===== src/rtl/rv32i_core_pkg.sv =====
// Shared types for rv32i pipeline control: in-flight tracker entry and forwarding constants.
package rv32i_core_pkg;

  localparam int unsigned REG_AW     = 5;
  localparam int unsigned FWD_SEL_RF = 0;

  typedef struct packed {
    logic              valid;
    logic              we;
    logic              is_load;
    logic [REG_AW-1:0] rd;
  } pipe_trk_entry_t;

  localparam pipe_trk_entry_t TRK_BUBBLE = '0;

  // x0 is hardwired, so a zero source never matches an in-flight writer.
  function automatic logic trk_match(input pipe_trk_entry_t e, input logic [REG_AW-1:0] rs);
    return (rs != '0) && e.valid && e.we && (e.rd == rs);
  endfunction

endpackage


===== src/rtl/rv32i_hazard_match.sv =====
// Youngest-match priority encoder over the in-flight tracker for one source operand.
module rv32i_hazard_match
  import rv32i_core_pkg::*;
#(
  parameter int unsigned DEPTH = 3,
  parameter int unsigned IDXW  = $clog2(DEPTH)
) (
  input  pipe_trk_entry_t [DEPTH-1:0] trk_i,
  input  logic [REG_AW-1:0]           rs_i,
  output logic                        hit_o,
  output logic [IDXW-1:0]             idx_o,
  output logic                        is_load_o
);

  // Scan oldest to youngest so the lowest-index match is the one left standing.
  always_comb begin
    hit_o     = 1'b0;
    idx_o     = '0;
    is_load_o = 1'b0;
    for (int i = int'(DEPTH) - 1; i >= 0; i--) begin
      if (trk_match(trk_i[i], rs_i)) begin
        hit_o     = 1'b1;
        idx_o     = IDXW'(i);
        is_load_o = trk_i[i].is_load;
      end
    end
  end

endmodule


===== src/rtl/rv32i_pipe_ctrl.sv =====
// Pipeline hold/flush/forwarding control with an in-flight destination tracker.
// Forwarding is enabled by defining RV32I_PIPE_CTRL_FWD_EN; otherwise every RAW match stalls.
module rv32i_pipe_ctrl
  import rv32i_core_pkg::*;
#(
  parameter int unsigned DEPTH          = 3,
  parameter int unsigned REDIRECT_STAGE = 0,
  parameter int unsigned LOAD_STAGE     = 1,
  parameter int unsigned SELW           = $clog2(DEPTH + 1)
) (
  input  logic              clk_i,
  input  logic              rst_ni,
  input  logic              id_valid_i,
  input  logic [4:0]        id_rs1_addr_i,
  input  logic [4:0]        id_rs2_addr_i,
  input  logic [4:0]        id_rd_addr_i,
  input  logic              id_rd_we_i,
  input  logic              id_is_load_i,
  input  logic              redirect_i,
  input  logic              mem_hold_i,
  output logic              stall_id_o,
  output logic              hold_o,
  output logic              flush_if_o,
  output logic              flush_id_o,
  output logic [SELW-1:0]   fwd_rs1_sel_o,
  output logic [SELW-1:0]   fwd_rs2_sel_o,
  output logic [31:0]       stall_cnt_o,
  output logic [31:0]       flush_cnt_o
);

  localparam int unsigned IDXW = $clog2(DEPTH);

  pipe_trk_entry_t [DEPTH-1:0] trk_q, trk_d;
  logic [31:0]                 stall_cnt_q, stall_cnt_d;
  logic [31:0]                 flush_cnt_q, flush_cnt_d;

  logic            hit1_c, ld1_c, hit2_c, ld2_c;
  logic [IDXW-1:0] idx1_c, idx2_c;
  logic            haz1_c, haz2_c;
  logic [SELW-1:0] sel1_c, sel2_c;
  logic            redir_acc_c, stall_c, id_accept_c;
  pipe_trk_entry_t id_entry_c;

  rv32i_hazard_match #(.DEPTH(DEPTH), .IDXW(IDXW)) u_match_rs1 (
    .trk_i     (trk_q),
    .rs_i      (id_rs1_addr_i),
    .hit_o     (hit1_c),
    .idx_o     (idx1_c),
    .is_load_o (ld1_c)
  );

  rv32i_hazard_match #(.DEPTH(DEPTH), .IDXW(IDXW)) u_match_rs2 (
    .trk_i     (trk_q),
    .rs_i      (id_rs2_addr_i),
    .hit_o     (hit2_c),
    .idx_o     (idx2_c),
    .is_load_o (ld2_c)
  );

`ifdef RV32I_PIPE_CTRL_FWD_EN
  // Load data only exists from LOAD_STAGE onward; younger load producers must stall.
  assign haz1_c = hit1_c & ld1_c & (32'(idx1_c) < LOAD_STAGE);
  assign haz2_c = hit2_c & ld2_c & (32'(idx2_c) < LOAD_STAGE);
  assign sel1_c = hit1_c ? SELW'(idx1_c) + SELW'(1) : SELW'(FWD_SEL_RF);
  assign sel2_c = hit2_c ? SELW'(idx2_c) + SELW'(1) : SELW'(FWD_SEL_RF);
`else
  logic fwd_unused_c;
  assign fwd_unused_c = ^{idx1_c, idx2_c, ld1_c, ld2_c};
  assign haz1_c = hit1_c;
  assign haz2_c = hit2_c;
  assign sel1_c = SELW'(FWD_SEL_RF);
  assign sel2_c = SELW'(FWD_SEL_RF);
`endif

  assign redir_acc_c = redirect_i & ~mem_hold_i;
  assign stall_c     = id_valid_i & (haz1_c | haz2_c) & ~redir_acc_c;
  assign id_accept_c = id_valid_i & ~stall_c & ~redir_acc_c;
  assign id_entry_c  = '{valid: 1'b1, we: id_rd_we_i, is_load: id_is_load_i, rd: id_rd_addr_i};

  // Tracker advance, redirect squash and partial freeze under MEM back-pressure.
  always_comb begin
    trk_d = trk_q;
    if (!mem_hold_i) begin
      for (int i = int'(DEPTH) - 1; i > 0; i--) trk_d[i] = trk_q[i-1];
      trk_d[0] = id_accept_c ? id_entry_c : TRK_BUBBLE;
      if (redir_acc_c) begin
        for (int i = 1; i <= int'(REDIRECT_STAGE); i++) trk_d[i] = TRK_BUBBLE;
      end
    end else begin
      for (int i = int'(LOAD_STAGE) + 1; i < int'(DEPTH); i++) begin
        trk_d[i] = (i == int'(LOAD_STAGE) + 1) ? TRK_BUBBLE : trk_q[i-1];
      end
    end
  end

  assign stall_cnt_d = stall_cnt_q + 32'(stall_c & ~mem_hold_i);
  assign flush_cnt_d = flush_cnt_q + 32'(redir_acc_c);

  always_ff @(posedge clk_i) begin
    if (!rst_ni) begin
      trk_q       <= '0;
      stall_cnt_q <= '0;
      flush_cnt_q <= '0;
    end else begin
      trk_q       <= trk_d;
      stall_cnt_q <= stall_cnt_d;
      flush_cnt_q <= flush_cnt_d;
    end
  end

  assign hold_o        = mem_hold_i;
  assign stall_id_o    = rst_ni & stall_c;
  assign flush_if_o    = rst_ni & redir_acc_c;
  assign flush_id_o    = rst_ni & redir_acc_c;
  assign fwd_rs1_sel_o = rst_ni ? sel1_c : '0;
  assign fwd_rs2_sel_o = rst_ni ? sel2_c : '0;
  assign stall_cnt_o   = rst_ni ? stall_cnt_q : '0;
  assign flush_cnt_o   = rst_ni ? flush_cnt_q : '0;

endmodule

===== config.mk =====
export PLATFORM = sky130hd
export DESIGN_NAME = rv32i_pipe_ctrl
export DESIGN_NICKNAME = d
export VERILOG_FILES = /design/src/rtl/rv32i_core_pkg.sv /design/src/rtl/rv32i_hazard_match.sv /design/src/rtl/rv32i_pipe_ctrl.sv
export SDC_FILE = /design/constraint.sdc
export NUM_CORES = 1
export LEC_CHECK = 0
export ABC_AREA = 1
export BUFFER_PORTS_ARGS = -buffer_cell sky130_fd_sc_hd__clkbuf_2
export CAP_MARGIN = 20
export CORE_AREA = 4 4 120 99
export DETAILED_ROUTE_END_ITERATION = 6
export DIE_AREA = 0 0 124 103
export GPL_ROUTABILITY_DRIVEN = 0
export HOLD_SLACK_MARGIN = 0.02
export PLACE_DENSITY_LB_ADDON = 0.1
export SYNTH_ARGS = -nofsm -noshare
export SYNTH_HDL_FRONTEND = slang
export SYNTH_HIERARCHICAL = 1
export SYNTH_SLANG_ARGS = --single-unit
export TNS_END_PERCENT = 10

===== constraint.sdc =====
create_clock -name clk_i -period 2.7 [get_ports clk_i]
set_input_delay 0.135 -clock clk_i [delete_from_list [all_inputs] [get_ports clk_i]]
set_output_delay 0.135 -clock clk_i [all_outputs]
set_load 0.01 [all_outputs]

# After elaboration in Yosys (flattened, before gate mapping)
# Cells that the tools add are included.
# W data, S select, Z words.
[word_totals] word_cells=63 reg_bits=85 output_inout_bits=72 in_bits=22
[op_classes] reduce_logical=21 eq_ne=6 muxes=9 add_sub_neg=2 bitwise=14
[ops] op="$mux W32" n=2
[ops] op="$add A32 B1 Y32" n=1
[ops] op="$add A32 B32 Y32" n=1
[ops] op="$and A1 B32 Y32" n=1
[ops] op="$not A1 Y32" n=1
[ops] op="$eq A5 B5 Y1" n=6
[ops] op="$logic_and A1 B1 Y1" n=18
[ops] op="$reduce_bool A5 Y1" n=2
[ops] op="$mux W8" n=1
[ops] op="$and A1 B1 Y1" n=7
[ops] op="$mux W1" n=6
[ops] op="$not A1 Y1" n=4
[ops] op="$reduce_or A2 Y1" n=1
[ops] op="$or A1 B1 Y1" n=1

# Logic depth before layout (Yosys ltp)
[logic_depth] word_depth=14 ltp_mapped=21 mapped_depth_nobuf=21

# By module
# Netlist, hierarchy kept.
[modules_own_cells] module="rv32i_pipe_ctrl" n_inst=1 cells_per_inst=789 seq_area_each_um2=1761.7 area_per_inst_um2=4877.2
[modules_own_cells] module="rv32i_hazard_match" n_inst=2 cells_per_inst=98 seq_area_each_um2=0.0 area_per_inst_um2=436.7

# Worst setup path before layout
# Ideal clock, no wire load.
[synth_path] path_kind="register to register" startpoint="register trk_q[0] (netlist name)" endpoint="register stall_cnt_q[20]" arrival_time_ns=2.212 required_time_ns=2.587 stages_incl_launch_ff=19 synth_period_minus_slack_ns=2.325 slack_ns=0.375 cell_sequence="dfxtp_1 -> inv_1 -> nand2_1 -> nand3_1 -> nor2_4 -> nand2_2 -> nand3_1 -> nor2_1 -> nand3b_1 -> nor2_1 -> ha_1 -> ha_1 -> nand2_2 -> nor2_4 -> nand2_2 -> nor2_8 -> nand2_2 -> nor2_1 -> nor2_1"
[synth_between] elab_chain_len=8 elab_cells_between_ends=11 cone_classes="add/sub: 1; eq/ne: 2; mux: 2; bitwise: 4; reduce/logical: 2"
[synth_lines] element="from (decl)" line_no="rv32i_pipe_ctrl.sv:33" text="pipe_trk_entry_t [DEPTH-1:0] trk_q, trk_d;"
[synth_lines] element="from (signal assigned)" line_no="rv32i_pipe_ctrl.sv:105" text="trk_q <= trk_d;"
[synth_lines] element="$eq A5 B5 Y1" line_no="rv32i_core_pkg.sv:18" text="return (rs != '0) && e.valid && e.we && (e.rd == rs);"
[synth_lines] element="$logic_and A1 B1 Y1" line_no="rv32i_core_pkg.sv:18"
[synth_lines] element="$mux W1" line_no="rv32i_hazard_match.sv:21" text="if (trk_match(trk_i[i], rs_i)) begin"
[synth_lines] element="named net haz2_c" line_no="rv32i_pipe_ctrl.sv:39" text="logic haz1_c, haz2_c;"
[synth_lines] element="$or A1 B1 Y1" line_no="rv32i_pipe_ctrl.sv:76" text="assign stall_c = id_valid_i & (haz1_c | haz2_c) & ~redir_acc_c;"
[synth_lines] element="$and A1 B1 Y1 (2 in series)" line_no="rv32i_pipe_ctrl.sv:76"
[synth_lines] element="$and A1 B32 Y32" line_no="rv32i_pipe_ctrl.sv:96" text="assign stall_cnt_d = stall_cnt_q + 32'(stall_c & ~mem_hold_i);"
[synth_lines] element="$add A32 B32 Y32" line_no="rv32i_pipe_ctrl.sv:96"
[synth_lines] element="to (signal assigned)" line_no="rv32i_pipe_ctrl.sv:106" text="stall_cnt_q <= stall_cnt_d;"
[synth_lines] element="to (decl)" line_no="rv32i_pipe_ctrl.sv:34" text="logic [31:0] stall_cnt_q, stall_cnt_d;"
# The timed path passes the listed nets, and every way through them passes these cells.
# A chain may end at the register's enable or synchronous reset.

# Worst setup path after layout
[layout_path] startpoint="register trk_q[19] (netlist name)" endpoint="register stall_cnt_q[12]"
[layout_between] elab_chain_len=10 elab_cells_between_ends=15 cone_classes="add/sub: 1; eq/ne: 2; mux: 6; bitwise: 4; reduce/logical: 2"
[layout_lines] element="$eq A5 B5 Y1" line_no="rv32i_core_pkg.sv:18"
[layout_lines] element="$logic_and A1 B1 Y1" line_no="rv32i_core_pkg.sv:18"
[layout_lines] element="$mux W1 (3 in series)" line_no="rv32i_hazard_match.sv:21"
[layout_lines] element="named net haz2_c" line_no="rv32i_pipe_ctrl.sv:39"
[layout_lines] element="$or A1 B1 Y1" line_no="rv32i_pipe_ctrl.sv:76"
[layout_lines] element="$and A1 B1 Y1 (2 in series)" line_no="rv32i_pipe_ctrl.sv:76"
[layout_lines] element="$and A1 B32 Y32" line_no="rv32i_pipe_ctrl.sv:96"
[layout_lines] element="$add A32 B32 Y32" line_no="rv32i_pipe_ctrl.sv:96"
# The timed path passes the listed nets, and every way through them passes these cells.

==> run_results.csv <==
group,metric,value,unit
status,status,"complete, no violations",
cts,insertion_delay,0.34,ns
setup_path,worstSetupPathType,"reg2reg",
final_layout,final_nets,1047,
timing,min_period_over_period,93.1,%
grt,antenna_found_initial,0,
timing,relSlewSlack,44.1,%
timing,tightest_slew,0.837,ns
final_layout,layout-drive-gt1-share,18.1,%
setup_path,slowest_stage,"dfxtp_1",
routing,viasPerCell,4.71,
pwr,fin_total_pwr,2.79,mW
timing,layout_min_cycle_time,2.51,ns
routing,vias,5509,
setup_path,worstPathRequired,2.94,ns
worst_hold_path,hold_path_depth,3,
cts,cts_tree,"yes",
grt,grt_max_degree,45,
setup_path,cpPeakStageDelay,0.35,ns
setup_path,worst-r2r-cell-count,17,
cts,clock_sinks,85,
routing,wl_per_cell,11.6,um
setup_path,crit_arrival,2.75,ns
die,start_util,51.4,%
routing,wl,13500,um
grt,grt_use_total,21.5,%
grt,grt_pass1_wl,21900,um
synth,syn-cell-area,0.00549,sq mm
setup_path,worstPathCellList,"inv_1, nand2_1, nand2_1, nor3b_1, nand4_1, nand3_1, nor2_1, nand3b_1, nor2_2, ha_2, ha_1, nand2_2, nor2_4, nand2_2, nor2_8, a21oi_1, o21a_1",
place,preCtsSetupSlack,0.152,ns
die,die_area,0.0128,sq mm
worst_hold_path,hold_path_class,"in2reg",
cts,cts_max_level,3,
timing,setup_viol,0,
timing,holdWs,0.0342,ns
final_layout,fill_cells,1138,
grt,overflow,0,
pwr,irDropWorstVdd,0.000258,V
cts,post_cts_buffers,0,
cts,cts-root-buf,"clkbuf_16",
routing,drc,0,
final_layout,final_area,0.00640,sq mm
pwr,p_leak,3.13,nW
routing,dr.first_iter.drc_count,323,
place,dp_hpwl,10400,um
synth,synthCells,935,
die,die_x,124,um
routing,firstDrtPassIters,5,
die,core,0.0107,sq mm
setup_path,worstSetupEndpointType,"flip-flop",
synth,yosys_warnings,6,
place,place_area,0.00604,sq mm
setup_path,cp_max_fo,7,
cts,cts_buffers,9,
timing,skew,0.00804,ns
final_layout,utilization,59.9,%
timing,timing.final.ws_setup,0.186,ns
final_layout,antennaDiodeCount,0,
timing,max_freq,398,MHz
timing,maxSlewViolCount,0,
synth,post_synth.cell_area_avg,5.87,sq um
final_layout,final_cells,1169,
final_layout,syn_to_final_growth,16.5,%
timing,tns,0,ns
routing,drtAntennaViolNets,0,
cts,clk_pin_slew_worst_paths,0.07,ns
place,placedCellCount,1150,
timing,final_hold_viol_count,0,
place,port_buffers,88,
grt,first_global_vias,4582,
die,io_pins,94,
setup_path,critPathLaunchType,"flip-flop",
flow_run,maxCapViolations,0,
die,num_rows,34,
die,dieHeight,103,um
pwr,power_density,436,mW/mm^2
cts,cts_buffer_depth,2,
[power breakdown]
group,total (mW),switching [mW],leakage (nW),internal [mW]
clock,1.33,0.517,0.150,0.815
combinational,0.175,0.117,2.29,0.0582
sequential,1.28,0.0158,0.689,1.27
[what timing repair did]
action                                  CTS  global route
endpoints found under the setup margin    0             9
endpoints found under the hold margin     3             0
gates resized for setup                   0             7
hold buffers                              3             0
[final timing paths]
path	from	endpoint	slack [ns]
max	trk_q[19]	stall_cnt_q[12]	0.19
min reg2reg	trk_q[14]	trk_q[22]	0.48
max reg2reg	trk_q[19]	stall_cnt_q[12]	0.19
min	id_rd_addr_i[3]	trk_q[3]	0.03
[routing by layer]
metal | share of wire [%] | global-route usage, % | vias to the layer above
met5 | 0 | 0 | -
met4 | 0.50 | 2.95 | 0
met3 | 5.2 | 4.33 | 8
met2 | 43 | 32.7 | 125
met1 | 52 | 32.2 | 2411
li1 | - | - | 2965
[critical path, delay by kind of cell (launching register included)]
kind                       cells  cell delay [ns]
and+or+nand+nor               12             1.40
DFF                            1             0.35
buffers and inverters          1             0.06
adders and majority gates      2             0.39
AOI/OAI and AO/OA              2             0.22
[sequential cells by signal, indices dropped and copies added (netlist names)]
name / count
trk_q: 21
flush_cnt_q: 32
stall_cnt_q: 32
[placed cells by master (no fill, tap or decap), drive strengths merged]
cell type,count
dlygate4sd3,3
a21oi,57
nor2,168
xor2,7
conb,4
o21bai,1
bufinv,2
buf,5
nor3,3
clkbuf,98
nand4,7
nand3,37
nor3b,4
or2,2
dfxtp,85
nand2,329
nand3b,1
o21a,3
clkinvlp,1
xnor2,8
o21ai,17
ha,5
and2,1
inv,171
clkinv,6
[final cells by class]
cell class | count | area (sq um) | area share, %
clock buffer | 11 | 233 | 3.64
timing repair buffer | 95 | 503 | 7.86
multi-input combinational | 654 | 3030 | 47.3
sequential | 85 | 1710 | 26.7
clock inverter | 5 | 85.1 | 1.33
tap | 144 | 180 | 2.82
inverter | 175 | 659 | 10.3
No activity file was read; power rests on OpenSTA's default activity.
